$ cat src/rtl/vga_sync_decoder.sv
// vga_sync_decoder
//   Receive-side VGA timing recovery. Samples an RGB stream with active-low
//   hsync/vsync, rebuilds pixel coordinates, validates the sync timing
//   against the configured mode and locks after LOCK_FRAMES clean frames.
//
// Ports
//   clk, rst_n         pixel clock (rising edge), async active-low reset
//   hsync, vsync       active-low syncs, sampled every clock
//   rgb[2:0]           pixel colour
//   pix_valid          x/y/rgb_out hold a visible pixel while locked
//   x[9:0], y[9:0]     recovered column / row
//   rgb_out[2:0]       sampled colour for (x,y)
//   frame_start        one-cycle pulse with valid pixel (0,0)
//   locked             decoder is in LOCKED
//   sync_err           one-cycle pulse on a timing violation
//   err_count[7:0]     saturating violation count
//
// Pipeline: stage 1 registers the sample and its counters/state; stage 2
// registers the outputs, so a sample reaches the outputs two edges later.
module vga_sync_decoder #(
  parameter int unsigned H_ACTIVE    = 640,
  parameter int unsigned H_FRONT     = 16,
  parameter int unsigned H_SYNC      = 96,
  parameter int unsigned H_BACK      = 48,
  parameter int unsigned V_ACTIVE    = 480,
  parameter int unsigned V_FRONT     = 10,
  parameter int unsigned V_SYNC      = 2,
  parameter int unsigned V_BACK      = 33,
  parameter int unsigned LOCK_FRAMES = 2
) (
  input  logic       clk,
  input  logic       rst_n,
  input  logic       hsync,
  input  logic       vsync,
  input  logic [2:0] rgb,
  output logic       pix_valid,
  output logic [9:0] x,
  output logic [9:0] y,
  output logic [2:0] rgb_out,
  output logic       frame_start,
  output logic       locked,
  output logic       sync_err,
  output logic [7:0] err_count
);

  localparam logic [9:0] LP_H_ACT  = 10'(H_ACTIVE);
  localparam logic [9:0] LP_H_SS   = 10'(H_ACTIVE + H_FRONT);
  localparam logic [9:0] LP_H_SYNC = 10'(H_SYNC);
  localparam logic [9:0] LP_H_LAST = 10'(H_ACTIVE + H_FRONT + H_SYNC + H_BACK - 1);
  localparam logic [9:0] LP_V_ACT  = 10'(V_ACTIVE);
  localparam logic [9:0] LP_V_SS   = 10'(V_ACTIVE + V_FRONT);
  localparam logic [9:0] LP_V_SE   = 10'(V_ACTIVE + V_FRONT + V_SYNC);
  localparam logic [9:0] LP_V_LAST = 10'(V_ACTIVE + V_FRONT + V_SYNC + V_BACK - 1);
  localparam logic [7:0] LP_LOCK   = 8'(LOCK_FRAMES);

  typedef enum logic [1:0] {SEARCH, VERIFY, LOCKED} state_t;

  state_t     r_state, w_state_nxt;
  logic       r_hs_q, r_vs_q;
  logic [2:0] r_rgb_q;
  logic [9:0] r_hcnt, r_vcnt, r_hlow;
  logic       r_vf_line;
  logic [7:0] r_good, w_good_nxt;
  logic       r_err;

  logic       w_hfall, w_hrise, w_vfall, w_vrise;
  logic       w_hwrap, w_vwrap;
  logic [9:0] w_h_pred, w_v_pred;
  logic       w_err;

  logic       w_pix_valid_nxt, w_fs_nxt;
  logic [7:0] w_err_count_nxt;

  // Edge detect against the stage-1 copy; reset value 1 makes the first
  // low sample after reset a falling edge.
  assign w_hfall = r_hs_q & ~hsync;
  assign w_hrise = ~r_hs_q & hsync;
  assign w_vfall = r_vs_q & ~vsync;
  assign w_vrise = ~r_vs_q & vsync;

  // Free-running predictions for the current sample.
  assign w_h_pred = (r_hcnt == LP_H_LAST) ? '0 : r_hcnt + 10'd1;
  assign w_hwrap  = (r_hcnt == LP_H_LAST) & ~w_hfall;
  assign w_v_pred = w_hwrap ? ((r_vcnt == LP_V_LAST) ? '0 : r_vcnt + 10'd1) : r_vcnt;
  assign w_vwrap  = w_hwrap & (r_vcnt == LP_V_LAST) & ~w_vfall;

  // Violations are judged for the sample being captured this edge; hlow is
  // the length of the low run that ended just before an hrise sample.
  always_comb begin
    w_err = 1'b0;
    if (r_state != SEARCH) begin
      w_err = (w_hfall & (w_h_pred != LP_H_SS))                              // E1
            | ((w_h_pred == LP_H_SS) & hsync)                                // E2
            | (w_hrise & (r_hlow != LP_H_SYNC))                              // E3
            | (w_vfall & (w_v_pred != LP_V_SS))                              // E4
            | (w_hwrap & (r_vcnt == LP_V_SS) & ~w_vfall & ~r_vf_line)        // E5
            | (w_vrise & (w_v_pred != LP_V_SE));                             // E6
    end
  end

  // Input stage and counters.
  always_ff @(posedge clk or negedge rst_n) begin
    if (!rst_n) begin
      r_hs_q    <= 1'b1;
      r_vs_q    <= 1'b1;
      r_rgb_q   <= '0;
      r_hcnt    <= '0;
      r_vcnt    <= '0;
      r_hlow    <= '0;
      r_vf_line <= 1'b0;
    end else begin
      r_hs_q    <= hsync;
      r_vs_q    <= vsync;
      r_rgb_q   <= rgb;
      r_hcnt    <= w_hfall ? LP_H_SS : w_h_pred;
      r_vcnt    <= w_vfall ? LP_V_SS : w_v_pred;
      r_hlow    <= hsync ? '0 : ((r_hlow == '1) ? r_hlow : r_hlow + 10'd1);
      // Remembers a vfall within the current line for the E5 check.
      r_vf_line <= w_vfall ? 1'b1 : (w_hwrap ? 1'b0 : r_vf_line);
    end
  end

  // FSM: state register.
  always_ff @(posedge clk or negedge rst_n) begin
    if (!rst_n) begin
      r_state <= SEARCH;
      r_good  <= '0;
      r_err   <= 1'b0;
    end else begin
      r_state <= w_state_nxt;
      r_good  <= w_good_nxt;
      r_err   <= w_err;
    end
  end

  // FSM: next state.
  always_comb begin
    w_state_nxt = r_state;
    w_good_nxt  = r_good;
    unique case (r_state)
      SEARCH: begin
        if (w_vfall) begin
          w_state_nxt = VERIFY;
          w_good_nxt  = '0;
        end
      end
      VERIFY: begin
        if (w_err) begin
          w_state_nxt = SEARCH;
        end else if (w_vwrap) begin
          w_good_nxt = r_good + 8'd1;
          if (r_good + 8'd1 >= LP_LOCK) w_state_nxt = LOCKED;
        end
      end
      LOCKED: begin
        if (w_err) w_state_nxt = SEARCH;
      end
      default: w_state_nxt = SEARCH;
    endcase
  end

  // FSM: outputs. r_state already holds the decision made for the sample
  // that r_hcnt/r_vcnt/r_rgb_q describe.
  always_comb begin
    w_pix_valid_nxt = (r_state == LOCKED) & (r_hcnt < LP_H_ACT) & (r_vcnt < LP_V_ACT);
    w_fs_nxt        = w_pix_valid_nxt & (r_hcnt == '0) & (r_vcnt == '0);
    w_err_count_nxt = err_count;
    if (r_err && (err_count != '1)) w_err_count_nxt = err_count + 8'd1;
  end

  always_ff @(posedge clk or negedge rst_n) begin
    if (!rst_n) begin
      pix_valid   <= 1'b0;
      x           <= '0;
      y           <= '0;
      rgb_out     <= '0;
      frame_start <= 1'b0;
      locked      <= 1'b0;
      sync_err    <= 1'b0;
      err_count   <= '0;
    end else begin
      pix_valid   <= w_pix_valid_nxt;
      x           <= r_hcnt;
      y           <= r_vcnt;
      rgb_out     <= r_rgb_q;
      frame_start <= w_fs_nxt;
      locked      <= (r_state == LOCKED);
      sync_err    <= r_err;
      err_count   <= w_err_count_nxt;
    end
  end

endmodule

$ cat config.mk
export PLATFORM = sky130hd
export DESIGN_NAME = vga_sync_decoder
export DESIGN_NICKNAME = d
export VERILOG_FILES = /design/src/rtl/vga_sync_decoder.sv
export SDC_FILE = /design/constraint.sdc
export NUM_CORES = 1
export LEC_CHECK = 0
export CAP_MARGIN = 20
export CORE_UTILIZATION = 51
export DETAILED_ROUTE_END_ITERATION = 10
export PLACE_DENSITY = 0.76
export SETUP_SLACK_MARGIN = 0.15
export SLEW_MARGIN = 30
export SYNTH_ARGS = -nofsm -noshare
export SYNTH_HDL_FRONTEND = slang
export SYNTH_SLANG_ARGS = --single-unit
$ cat constraint.sdc
create_clock -name clk -period 2.6 [get_ports clk]
set_clock_uncertainty 0.15 [all_clocks]
set_input_delay 0.26 -clock clk [delete_from_list [all_inputs] [get_ports clk]]
set_output_delay 0.26 -clock clk [all_outputs]
set_load 0.02 [all_outputs]
==> run metrics, run 1 <==
final std cells w/o fill 577; Initial Utilization 0.539; Vias 3255; Crit path largest cell delay 0.42 ns; root buf cell clkbuf_8; Post-layout nets 490; cell chain of the critical path ha_4 -> nand4_4 -> or3_4 -> nor3_2 -> mux2i_4 -> a2111oi_4 -> o22ai_4 -> o31ai_1; Die H 90.7 µm; register area share after synthesis 0.512; min Tclk post-route 2.52 ns; WL final 8850 µm; grt met1 use 0.303; Synth area leader dfrtp_1; fraction of registers with async set/reset 1.00; DR iter-0 viols 187; Slew headroom 0.585; Die ar. 0.00823 mm²; final setup margin 0.0798 ns; core box area 0.00745 mm²; drt pass-1 iters 5; YS warnings 0; CTS buffer count 9; Synthesized Nets 400; Finished Cell Area 0.00528 mm²; RSZ-0062 raised after global routing yes; Max Fclk 0.397 GHz; Setup WS pre-CTS -0.275 ns; H-tree depth 3; die width 90.7 µm; top cells by area, synth dfrtp_1 50%, nor2_1 3.6%, ha_1 3.1%; Diodes inserted 0; placed insts 551; I/O pins 42; DRC viols 0; num rows 31; kind of critical path reg2reg; area grow syn2layout 31.4%; final-report hold violation count 0; Critical Path AT 2.64 ns; final antenna-violating net count 0; largest net degree at the start of global routing 72; crit path max fanout 7; worst IR drop on VDD 0.000440 V; Port Buffers 41; startpoint types flip-flop; status finished clean; met2 usage 0.369; leading register cell type out of synthesis dfrtp_1; Mean Syn Cell Area 10.5 µm²; Post-Syn Instances 383; WL/cell 15.3 µm; Post-synth top cells 80 x dfrtp_1, 39 x nor2_1, 28 x nand2_1; WP data required 2.72 ns; post-layout util 0.708; CTS max path bufs 2; worst hold path type in2reg; Synth Cell Area 0.00402 mm²; grt peak-use layer met2; Slew @ Worst Pin 0.622 ns; initial antenna violation count 0; Tot GR Track Use 0.231; DP Area 0.00488 mm²; Final Max Tran Viols 0; vias in the first global route 3161; CTS tree yes; share of cells above drive strength 1 0.222; remaining global-route overflow 0; Sink Count 82; Final period util 0.969; gp weighted congestion 0.908; area share of the largest cell type after synthesis 0.499; Post-synth EDFFs 0; top-count cell post-synth dfrtp_1; Power Dens Cells 591 mW/mm²; first-pass GRT wire length 14900 µm; Synth cell types 60; M3 GR Usage 0.0345; CP Capture Type flip-flop; CP max stage cell or3_4; Maximum Capacitance Violations 0; Leak Pwr 0.00230 µW; Seq cells post-synth 82; Final setup viols 0; vias per inst 5.64; worst-skew pair later-pin latency 0.36 ns; Clk pin slew, worst setup/hold paths 0.08 ns; dpl hpwl 6050 µm
## path summary, 6_finish.rpt
path	startpoint	to	slack (ns)	cells past startpoint
max	r_hcnt[1]$_DFF_PN0_	r_state[0]$_DFFE_PN0P_	0.08	8
min	rgb[1]	r_rgb_q[1]$_DFF_PN0_	0.18	1
max reg2reg	r_hcnt[1]$_DFF_PN0_	r_state[0]$_DFFE_PN0P_	0.08	8
min reg2reg	r_rgb_q[0]$_DFF_PN0_	rgb_out[0]$_DFF_PN0_	0.21	0
max in group asynchronous	rst_n	r_rgb_q[2]$_DFF_PN0_	1.45	3
min in group asynchronous	rst_n	rgb_out[1]$_DFF_PN0_	0.29	2
## kinds of logic after synthesis
logic type / count (synthesis) / synth area share
xor+xnor: 23 / 0.0502
simple gates: 170 / 0.239
flops: 82 / 0.512
fa+ha+maj: 10 / 0.0312
mux: 7 / 0.0181
buf+inv: 28 / 0.0340
compound gates: 63 / 0.116
## metrics by stage
step / setup TNS (ns) / power [µW] / hold WS [ns]
after global placement: -0.834 / 2170 / 0.185
after global routing: -0.0492 / 3270 / 0.169
after detailed placement: -1.30 / 2190 / 0.191
final: 0 / 3120 / 0.182
after floorplan: 0 / 1880 / -0.186
after CTS: 0 / 3140 / 0.179
## sequential cells by signal (all words and copies together), names as in the netlist, 2 cells and up
register,flops
r_vcnt,10
y,10
r_state,2
x,10
r_rgb_q,3
err_count,8
r_good,8
rgb_out,3
r_hcnt,10
r_hlow,10
## layout by cell type, fill, tap and decap left out, drive strengths merged, types with 4 or more instances in the layout
cell type / instances
or3: 5
and2: 4
nor3: 9
nand2b: 11
nor4: 8
a21oi: 10
dfrtp: 80
nand4: 10
nand3b: 5
nor2: 39
a31oi: 9
mux2i: 5
buf: 53
o21ai: 18
and3: 12
nand2: 28
nor2b: 7
clkbuf: 11
ha: 10
and4: 4
xor2: 11
clkdlybuf4s50: 40
xnor2: 12
inv: 14
nand3: 13
## critical path, delay by kind of cell (launching register included)
kind,cells,cell delay (ns)
flops,1,0.39
mux,1,0.14
simple gates,3,0.80
compound gates,3,0.78
fa+ha+maj,1,0.17
## repair_timing
item	CTS	global route
hold buffers	1	0
setup buffers	4	5
setup endpoints to repair	9	9
pin swaps	12	11
endpoints found under the hold margin	67	0
resized for setup	11	12
## metal layers
metal,routed length (µm),share of wire,vias up
met1,4010,0.45,1601
met3,324,0.037,17
met5,0,0,-
met2,4330,0.49,83
met4,187,0.021,0
li1,-,-,1554
## report_power, final
part	switching [µW]	total, µW	internal (µW)
Combinational	346	684	338
Sequential	110	1500	1390
Clock	457	932	475
Total	914	3120	2200
## final cells by class
class / instances / area [µm²]
multi-input cells: 273 / 2000
inverters: 13 / 48.8
clock buffers: 11 / 141
flip-flops and latches: 82 / 2060
clock inverters: 5 / 62.6
fillers: 544 / 2170
well taps: 99 / 124
repair buffers: 94 / 840
Power figures use the tool's default switching activity.
==> run 2: changes to the inputs <==
--- a/config.mk
+++ b/config.mk
@@ -5,6 +5,7 @@
 export SDC_FILE = /design/constraint.sdc
 export NUM_CORES = 1
 export LEC_CHECK = 0
+export ABC_CLOCK_PERIOD_IN_PS = 2600
 export CAP_MARGIN = 20
 export CORE_UTILIZATION = 51
 export DETAILED_ROUTE_END_ITERATION = 10
==> results of run 2 <==
Final layout, timing and power as in run 1 (identical DEF).
